### src/rtl/weight_gen_pkg.sv
// Shared definitions for the pattern-based weight/activation generators.
//   - Pattern mode select values.
//   - 16-bit Fibonacci LFSR taps, default seed and single-step function.
//   - Streamer FSM state encoding.
package weight_gen_pkg;

  localparam logic [1:0] MODE_ZEROS = 2'd0;
  localparam logic [1:0] MODE_ONES  = 2'd1;
  localparam logic [1:0] MODE_RAMP  = 2'd2;
  localparam logic [1:0] MODE_LFSR  = 2'd3;

  localparam int unsigned LFSR_TAP_A = 15;
  localparam int unsigned LFSR_TAP_B = 13;
  localparam int unsigned LFSR_TAP_C = 12;
  localparam int unsigned LFSR_TAP_D = 10;

  localparam logic [15:0] LFSR_DEFAULT_SEED = 16'hACE1;

  typedef enum logic [0:0] {
    ST_IDLE   = 1'b0,
    ST_STREAM = 1'b1
  } stream_state_e;

  // One Fibonacci step: shift left, feedback into bit 0.
  function automatic logic [15:0] lfsr16_next(input logic [15:0] s);
    return {s[14:0], s[LFSR_TAP_A] ^ s[LFSR_TAP_B] ^ s[LFSR_TAP_C] ^ s[LFSR_TAP_D]};
  endfunction

endpackage

### src/rtl/lfsr16_step.sv
// Registered 16-bit Fibonacci LFSR with synchronous load and step enable.
// Ports:
//   clk, rst  - clock and asynchronous active-high reset (state -> RESET_VAL)
//   load_i    - load seed_i (has priority over enable_i)
//   enable_i  - advance one step
//   seed_i    - value loaded on load_i
//   state_o   - current registered state
module lfsr16_step
  import weight_gen_pkg::*;
#(
  parameter logic [15:0] RESET_VAL = LFSR_DEFAULT_SEED
) (
  input  logic        clk,
  input  logic        rst,
  input  logic        load_i,
  input  logic        enable_i,
  input  logic [15:0] seed_i,
  output logic [15:0] state_o
);

  logic [15:0] state_q;
  logic [15:0] state_d;

  always_comb begin
    state_d = state_q;
    if (load_i) begin
      state_d = seed_i;
    end else if (enable_i) begin
      state_d = lfsr16_next(state_q);
    end
  end

  always_ff @(posedge clk or posedge rst) begin
    if (rst) begin
      state_q <= RESET_VAL;
    end else begin
      state_q <= state_d;
    end
  end

  assign state_o = state_q;

endmodule

### src/rtl/weight_pattern_stream.sv
// Streams a MATRIX_SIZE x NUM_PE_ROWS weight tile, one row per beat, under
// valid/ready flow control. Patterns: zeros, ones, ramp, LFSR.
// Ports:
//   clk, rst   - clock, asynchronous active-high reset
//   start      - begin a tile (sampled only when idle)
//   mode       - pattern select, latched on accepted start
//   abort      - synchronous cancel, highest priority
//   out_data   - row data, element c at [c*WEIGHT_BW +: WEIGHT_BW] (registered)
//   out_valid  - out_data valid (registered)
//   out_ready  - downstream accepts the current beat
//   beat_idx   - index of the current beat
//   busy       - tile in progress
//   done       - high in the cycle the last beat is accepted
module weight_pattern_stream
  import weight_gen_pkg::*;
#(
  parameter int          WEIGHT_BW   = 8,
  parameter int          NUM_PE_ROWS = 8,
  parameter int          MATRIX_SIZE = 8,
  parameter logic [15:0] LFSR_SEED   = LFSR_DEFAULT_SEED,
  localparam int         BEAT_W      = (MATRIX_SIZE > 1) ? $clog2(MATRIX_SIZE) : 1,
  localparam int         ROW_W       = WEIGHT_BW * NUM_PE_ROWS
) (
  input  logic              clk,
  input  logic              rst,
  input  logic              start,
  input  logic [1:0]        mode,
  input  logic              abort,
  output logic [ROW_W-1:0]  out_data,
  output logic              out_valid,
  input  logic              out_ready,
  output logic [BEAT_W-1:0] beat_idx,
  output logic              busy,
  output logic              done
);

  localparam logic [BEAT_W-1:0] LAST_BEAT = BEAT_W'(MATRIX_SIZE - 1);
  localparam int LFSR_EXT_W = (WEIGHT_BW > 16) ? WEIGHT_BW : 16;

  stream_state_e     state_q, state_d;
  logic [1:0]        mode_q, mode_d;
  logic [BEAT_W-1:0] beat_q, beat_d;
  logic              valid_q, valid_d;
  logic [ROW_W-1:0]  data_q, data_d;

  logic [15:0]       lfsr_q;
  logic              lfsr_load;
  logic              lfsr_en;

  logic              accept;
  logic              last;
  logic              done_c;

  // Row generator inputs describe the row that will be shown next cycle.
  logic              row_load;
  logic [1:0]        row_mode;
  logic [BEAT_W-1:0] row_beat;
  logic [15:0]       row_lfsr;
  logic [ROW_W-1:0]  row_d;

  logic [LFSR_EXT_W-1:0] lfsr_ext;
  logic [WEIGHT_BW-1:0]  lfsr_w;

  assign accept = valid_q & out_ready;
  assign last   = (beat_q == LAST_BEAT);

  always_comb begin
    state_d   = state_q;
    mode_d    = mode_q;
    beat_d    = beat_q;
    valid_d   = valid_q;
    row_load  = 1'b0;
    row_mode  = mode_q;
    row_beat  = beat_q;
    row_lfsr  = lfsr_q;
    lfsr_load = 1'b0;
    lfsr_en   = 1'b0;
    done_c    = 1'b0;
    if (abort) begin
      state_d = ST_IDLE;
      valid_d = 1'b0;
      beat_d  = '0;
    end else begin
      unique case (state_q)
        ST_IDLE: begin
          if (start) begin
            state_d   = ST_STREAM;
            mode_d    = mode;
            beat_d    = '0;
            valid_d   = 1'b1;
            lfsr_load = 1'b1;
            row_load  = 1'b1;
            row_mode  = mode;
            row_beat  = '0;
            row_lfsr  = LFSR_SEED;
          end
        end
        ST_STREAM: begin
          if (accept) begin
            lfsr_en = (mode_q == MODE_LFSR);
            if (last) begin
              state_d = ST_IDLE;
              valid_d = 1'b0;
              beat_d  = '0;
              done_c  = 1'b1;
            end else begin
              beat_d   = beat_q + 1'b1;
              row_load = 1'b1;
              row_beat = beat_q + 1'b1;
              // Next row must use the post-step LFSR value, not the registered one.
              row_lfsr = lfsr_en ? lfsr16_next(lfsr_q) : lfsr_q;
            end
          end
        end
      endcase
    end
  end

  lfsr16_step #(
    .RESET_VAL (LFSR_SEED)
  ) u_lfsr (
    .clk      (clk),
    .rst      (rst),
    .load_i   (lfsr_load),
    .enable_i (lfsr_en),
    .seed_i   (LFSR_SEED),
    .state_o  (lfsr_q)
  );

  // Zero-extend for WEIGHT_BW > 16, otherwise take the low bits.
  assign lfsr_ext = LFSR_EXT_W'(row_lfsr);
  assign lfsr_w   = lfsr_ext[WEIGHT_BW-1:0];

  for (genvar c = 0; c < NUM_PE_ROWS; c++) begin : g_row
    logic [WEIGHT_BW-1:0] elem;
    always_comb begin
      elem = '0;
      unique case (row_mode)
        MODE_ZEROS: elem = '0;
        MODE_ONES:  elem = '1;
        MODE_RAMP:  elem = WEIGHT_BW'(32'(row_beat) * 32'(NUM_PE_ROWS) + 32'(c));
        MODE_LFSR:  elem = lfsr_w + WEIGHT_BW'(c);
      endcase
    end
    assign row_d[c*WEIGHT_BW +: WEIGHT_BW] = elem;
  end

  assign data_d = row_load ? row_d : data_q;

  always_ff @(posedge clk or posedge rst) begin
    if (rst) begin
      state_q <= ST_IDLE;
      mode_q  <= MODE_ZEROS;
      beat_q  <= '0;
      valid_q <= 1'b0;
      data_q  <= '0;
    end else begin
      state_q <= state_d;
      mode_q  <= mode_d;
      beat_q  <= beat_d;
      valid_q <= valid_d;
      data_q  <= data_d;
    end
  end

  assign out_data  = data_q;
  assign out_valid = valid_q;
  assign beat_idx  = beat_q;
  assign busy      = (state_q == ST_STREAM);
  // Gated by valid_q, so an asynchronous reset clears it immediately.
  assign done      = done_c;

endmodule

### config.mk
export PLATFORM = sky130hd
export DESIGN_NAME = weight_pattern_stream
export DESIGN_NICKNAME = d
export VERILOG_FILES = /design/src/rtl/weight_gen_pkg.sv /design/src/rtl/lfsr16_step.sv /design/src/rtl/weight_pattern_stream.sv
export SDC_FILE = /design/constraint.sdc
export NUM_CORES = 1
export LEC_CHECK = 0
export ABC_AREA = 1
export CAP_MARGIN = 15
export CORE_ASPECT_RATIO = 1.1
export CORE_UTILIZATION = 50
export CTS_BUF_LIST = sky130_fd_sc_hd__clkbuf_8 sky130_fd_sc_hd__clkbuf_16
export DETAILED_ROUTE_END_ITERATION = 12
export PLACE_DENSITY = 0.75
export SKIP_LAST_GASP = 1
export SLEW_MARGIN = 20
export SYNTH_ARGS = -nofsm -noshare
export SYNTH_HDL_FRONTEND = slang
export SYNTH_HIERARCHICAL = 1
export SYNTH_SLANG_ARGS = --single-unit
### constraint.sdc
create_clock -name clk -period 5.5 [get_ports clk]
set_input_delay 1.65 -clock clk [delete_from_list [all_inputs] [get_ports clk]]
set_output_delay 1.65 -clock clk [all_outputs]
set_load 0.01 [all_outputs]
==> flow_summary.ini, run 1 <==
[status]
outcome = completed

[cts]
cts_resized = 0
cts-htree-levels = 3
cts_hold_repair.buffers = 0
clk_pin_slew_ns = 0.08
root_buffer = clkbuf_8
clk_latency_ns = 0.36
cts_buffers = 9
clk_path_buf_depth = 2
cts_sinks = 77
tritoncts = yes
cts_setup_buffers = 0

[finish]
seqCellArea_um2 = 1940
finalInstanceArea_um2 = 5930
layout_common_cells = 190 x nand2_1, 76 x clkdlybuf4s50_1, 69 x dfrtp_1
antennaDiodeCount = 0
fill_cells = 876
syn_to_final_growth_pct = 20.7
fin_nets = 720
multi_input_area_um2 = 2580
layout.cells.most_common = nand2_1
final_layout_size_suffix_gt1_share_pct = 15.0

[sta]
fin_crit_sh_pct = 87.2
tightest_slew_ns = 0.782
fin_hold_ws_ns = 0.485
drv_slew = 0
fin_crit_ns = 4.79
hold_viol_final = 0
grt_setup_unrepaired = no
finalSetupTns_ns = 0
setup_viol = 0
fin_ws_ns = 0.706
max_freq_mhz = 209
relSlewSlack_pct = 47.8
finClkSkew_ns = 0.0131

[grt]
globalRouteTotalUtil_pct = 26.3
antenna_found_initial = 0
grt_max_degree = 38
grt_pass1_vias = 4269
grt_pass1_wl_mm = 20.8
overflow = 0

[route]
wl_per_cell_um = 15.3
vias_per_cell = 5.34
dr.pass1.iters = 6
vias = 4392
wirelength_mm = 12.5
ant_nets = 0
drt-initial-drc-count = 263
drc = 0

[critical_path]
path_depth = 5
ff2ff_path_depth = 10
r2r_start = beat_idx[1]
slowest_delay_ns = 0.57
cp.required_ns = 3.85
endpoint = done
startpoint_type = primary input
critical_path_arrival_ns = 3.14
worst-path-buf-inv = 3
cp-startpoint = abort
worstPathMaxFanout = 6
timing.rr.end = out_data[34]
crit_chain = clkdlybuf4s50_1, inv_2, nand2_4, nor3_1, clkdlybuf4s50_1
path_class = in -> out
crit_path_end_kind = output port
path_delay_family = buffers and inverters
cp_common_cell = clkdlybuf4s50_1
cp_slowest_cell = clkdlybuf4s50_1
reg2reg_setup_slack_ns = 2.49

[pwr]
p_per_area_nw_per_um2 = 395
irDropWorstVdd_v = 0.000195
p_leak_nw = 2.79

[synthesis]
synth_seq_cells = 77
syn_area_um2 = 4910
yosys_warnings = 6
syn_avg_cell_area_um2 = 7.89
synth_seq_area_share_pct = 39.4
syn_inst = 622
ys_types = 47

[worst_hold_path]
min_path_type = reg -> reg

[die]
core_area_um2 = 9440
num_rows = 37
boundaryPins = 77
die_area_um2 = 10200
die_h_um = 106
start_util_pct = 52.0
fp.dieW_um = 96.5

[placed_design]
gp_congestion = 0.918
place_ws_ns = 0.708
portBuffers = 76
hpwl_mm = 9.51
placed_area_um2 = 5700

[job]
cap_violations = 0
worst min-delay path by stage:
stage,from,to,slack (ns),cells past startpoint
after floorplan,u_lfsr/state_o[8],u_lfsr/state_o[9],0.45,2
after global placement,u_lfsr/state_o[14],u_lfsr/state_o[15],0.46,2
after detailed placement,out_data[60],out_data[60],0.47,2
after CTS,out_data[60],out_data[60],0.49,2
after global routing,out_data[60],out_data[60],0.51,2
final,out_data[11],out_data[11],0.48,2
layout make-up:
cell class / instances / area share (%)
clock buffers: 10 / 2.32
clock inverters: 6 / 1.58
inverters: 60 / 4.31
multi-input cells: 474 / 43.6
flip-flops and latches: 77 / 32.7
well taps: 117 / 2.47
repair buffers: 78 / 13.1
through the flow:
step / utilization (%) / total power, mW / cells
2_1_floorplan: - / 1.44 / 636
3_3_place_gp: 60.3 / 1.84 / 806
3_5_place_dp: 60.3 / 1.87 / 806
4_1_cts: 62.8 / 2.36 / 822
5_1_grt: 62.8 / 2.50 / 822
6_report: 62.8 / 2.34 / 822
cells in the mapped netlist, drive strengths merged:
library cell | number | area [µm²]
nand2 | 215 | 947
dfrtp | 69 | 1730
nand3 | 66 | 335
inv | 59 | 239
nor2 | 57 | 367
o21ai | 32 | 190
a21oi | 29 | 164
buf | 24 | 184
a22oi | 14 | 105
ha | 13 | 163
dfstp | 8 | 210
o211ai | 6 | 45.0
a21o | 3 | 22.5
a22o | 3 | 26.3
nand4 | 3 | 18.8
nor3 | 3 | 20.0
o22ai | 3 | 25.0
a31oi | 2 | 12.5
conb | 2 | 7.51
o22a | 2 | 17.5
or2 | 2 | 12.5
xnor2 | 2 | 17.5
a21boi | 1 | 18.8
a32oi | 1 | 8.76
and2 | 1 | 6.26
clkbuf | 1 | 3.75
clkinv | 1 | 16.3
flip-flops by register name, indices dropped and copies added, names as in the netlist:
signal	cells
out_data	54
u_lfsr/state_o	16
beat_idx	3
mode_q	2
busy	1
out_valid	1
logic make-up (layout without fill, tap and decap cells):
group | Yosys count | after routing | share of synthesized area [%]
AOI/OAI and AO/OA | 96 | 96 | 12.9
xor gates and xnor gates | 2 | 2 | 0.357
adders and majority gates | 13 | 13 | 3.31
buffers and inverters | 85 | 154 | 9.02
DFF | 77 | 77 | 39.4
other | 2 | 16 | 0.153
and+or+nand+nor | 347 | 347 | 34.8
power breakdown:
| part | total (mW) | switching (mW) | internal, mW |
|---|---|---|---|
| Combinational | 0.993 | 0.531 | 0.462 |
| Clock | 0.491 | 0.220 | 0.271 |
| Sequential | 0.859 | 0.122 | 0.737 |
| Total | 2.34 | 0.873 | 1.47 |
routing by layer:
metal / vias to the layer above / GRT usage [%] / wire length, µm
met5: - / 0 / 0
met4: 0 / 10.1 / 319
met3: 24 / 3.79 / 443
met2: 108 / 44.0 / 6370
met1: 2101 / 33.9 / 5400
li1: 2159 / - / -
worst reg2reg max path, cell delays in order (launching register included):
cell and delay, ns:
dfrtp_1 0.44, ha_1 0.22, ha_1 0.24, inv_2 0.09, nand3_2 0.10, nor2_1 0.09
nor2_4 0.61, inv_2 0.47, o21ai_4 0.21, inv_2 0.19, a22o_1 0.24
Note: power is estimated with default switching activity, not from simulation.
==> run 2, diff against run 1 <==
--- a/config.mk
+++ b/config.mk
@@ -6,11 +6,13 @@
 export NUM_CORES = 1
 export LEC_CHECK = 0
 export ABC_AREA = 1
+export ABC_CLOCK_PERIOD_IN_PS = 5500
 export CAP_MARGIN = 15
 export CORE_ASPECT_RATIO = 1.1
 export CORE_UTILIZATION = 50
 export CTS_BUF_LIST = sky130_fd_sc_hd__clkbuf_8 sky130_fd_sc_hd__clkbuf_16
 export DETAILED_ROUTE_END_ITERATION = 12
+export MAX_ROUTING_LAYER = met4
 export PLACE_DENSITY = 0.75
 export SKIP_LAST_GASP = 1
 export SLEW_MARGIN = 20
==> run 2 against run 1 <==
Worst hold slack lost 0.0038 ns. Sequential share of layout area grew 0.076 points. Register-to-register slack lost 0.03 ns. Clock power shrank 1%. Critical path depth is the same. Clock-buffer cell count is the same. Fmax grew 0.45%. Utilization shrank 0.15 points. Via count shrank 1.8%. Sequential power is essentially flat. Final cell count shrank 0.12%. Largest power group unchanged.
==> flow_summary.ini, run 2 (synthesized netlist as in run 1, its figures left out) <==
[route]
wl_per_cell_um = 14.8
ant_nets = 0
vias_per_cell = 5.25
drt-initial-drc-count = 214
wirelength_mm = 12.2
dr.pass1.iters = 5
drc = 0
vias = 4313

[pwr]
swShare_pct = 37.1
p_leak_nw = 2.79
pwr-share-clk_pct = 20.9
irDropWorstVdd_v = 0.000172
p_int_mw = 1.46
totalPowerFinal_mw = 2.33
comb_power_share_pct = 42.4
power.net_switching_mw = 0.864
p_per_area_nw_per_um2 = 394
power_frac_seq_pct = 36.8

[critical_path]
startpoint_type = primary input
r2r_start = beat_idx[0]
path_class = in -> out
critical_path_arrival_ns = 3.12
cp_common_cell = clkdlybuf4s50_1
slowest_delay_ns = 0.57
cp_slowest_cell = clkdlybuf4s50_1
crit_chain = clkdlybuf4s50_1, inv_2, nand2_4, nor3_1, clkdlybuf4s50_1
timing.rr.end = out_data[52]
reg2reg_setup_slack_ns = 2.46
cp.required_ns = 3.85
ff2ff_path_depth = 16
crit_path_end_kind = output port
worstPathMaxFanout = 6

[sta]
drv_slew = 0
grt_setup_unrepaired = no
max_freq_mhz = 210
relSlewSlack_pct = 50.1
tightest_slew_ns = 0.746
hold_viol_final = 0
fin_crit_sh_pct = 86.8
setup_viol = 0
finalSetupTns_ns = 0
finClkSkew_ns = 0.00967
fin_crit_ns = 4.77

[cts]
cts_hold_repair.buffers = 0
clk_pin_slew_ns = 0.08
root_buffer = clkbuf_8
cts-htree-levels = 3
cts_buffers = 9
cts_setup_buffers = 0
clk_path_buf_depth = 2
tritoncts = yes
cts_resized = 0
cts_sinks = 77
clk_latency_ns = 0.35

[finish]
fin_nets = 719
antennaDiodeCount = 0
layout.cells.most_common = nand2_1
largest_reg_flops = 54
utilization_pct = 62.6
fin_cells = 821
finalInstanceArea_um2 = 5910
final_layout_size_suffix_gt1_share_pct = 14.8
layout_common_cells = 190 x nand2_1, 76 x clkdlybuf4s50_1, 69 x dfrtp_1
syn_to_final_growth_pct = 20.5

[worst_hold_path]
hold_depth = 2
min_from = out_data[27]
min_path_type = reg -> reg
whs_endpoint = out_data[27]

[die]
start_util_pct = 52.0
fp.dieW_um = 96.5
die_h_um = 106
core_area_um2 = 9440
num_rows = 37
die_area_um2 = 10200
boundaryPins = 77

[placed_design]
gp_congestion = 0.968
placed_area_um2 = 5690
portBuffers = 76
hpwl_mm = 9.25
dp_cells = 805

[job]
cap_violations = 0

[grt]
grt_pass1_vias = 4205
antenna_found_initial = 0
overflow = 0
globalRouteTotalUtil_pct = 26.6
grt_max_degree = 39
grt_pass1_wl_mm = 20.5

[status]
outcome = completed
==> run 2: area by class of cell <==
type | instances | area, µm²
Multi-Input combinational cell | 474 | 2580
Timing Repair Buffer | 77 | 768
Fill cell | 834 | 3530
Tap cell | 117 | 146
Sequential cell | 77 | 1940
Clock inverter | 6 | 87.6
Inverter | 60 | 255
Clock buffer | 10 | 138
==> run 2: through the flow <==
stage | hold slack [ns] | worst slack (ns)
floorplan | 0.450 | 1.75
global placement | 0.463 | 0.714
detailed placement | 0.465 | 0.734
CTS | 0.486 | 0.730
global route | 0.506 | 0.635
finish | 0.481 | 0.727
==> run 2: power groups by stage <==
stage / sequential (mW) / combinational (mW) / clock (mW)
after global routing: 0.879 / 1.09 / 0.522
after detailed placement: 0.868 / 0.989 / 0
after CTS: 0.858 / 0.992 / 0.497
final: 0.856 / 0.987 / 0.486
after global placement: 0.861 / 0.976 / 0
after floorplan: 0.912 / 0.527 / 0
==> run 2: worst max-delay path by stage <==
stage | cells past startpoint | startpoint | end
3_5_place_dp | 5 | abort | done
4_1_cts | 5 | abort | done
6_report | 5 | abort | done
5_1_grt | 5 | abort | done
3_3_place_gp | 5 | abort | done
2_1_floorplan | 3 | abort | done
==> run 2: routing by layer <==
metal	share of wire, %	global-route usage [%]
met1	44	33.0
met2	51	44.2
met3	3.8	4.72
met4	1.5	6.93
met5	0	-
==> run 2: worst max-delay path: cells and delay by family <==
| family | cells | cell delay [ns] |
|---|---|---|
| buffers and inverters | 3 | 1.23 |
| and+or+nand+nor | 2 | 0.24 |
==> run 3, diff against run 2 <==
--- a/config.mk
+++ b/config.mk
@@ -10,9 +10,9 @@
 export CAP_MARGIN = 15
 export CORE_ASPECT_RATIO = 1.1
 export CORE_UTILIZATION = 50
-export CTS_BUF_LIST = sky130_fd_sc_hd__clkbuf_8 sky130_fd_sc_hd__clkbuf_16
+export CTS_BUF_LIST = sky130_fd_sc_hd__clkbuf_4 sky130_fd_sc_hd__clkbuf_8 sky130_fd_sc_hd__clkbuf_16
+export CTS_CLUSTER_DIAMETER = 120
 export DETAILED_ROUTE_END_ITERATION = 12
-export MAX_ROUTING_LAYER = met4
 export PLACE_DENSITY = 0.75
 export SKIP_LAST_GASP = 1
 export SLEW_MARGIN = 20
==> results of run 3 <==
The final DEF is identical to that of run 1; final timing and power are the same.
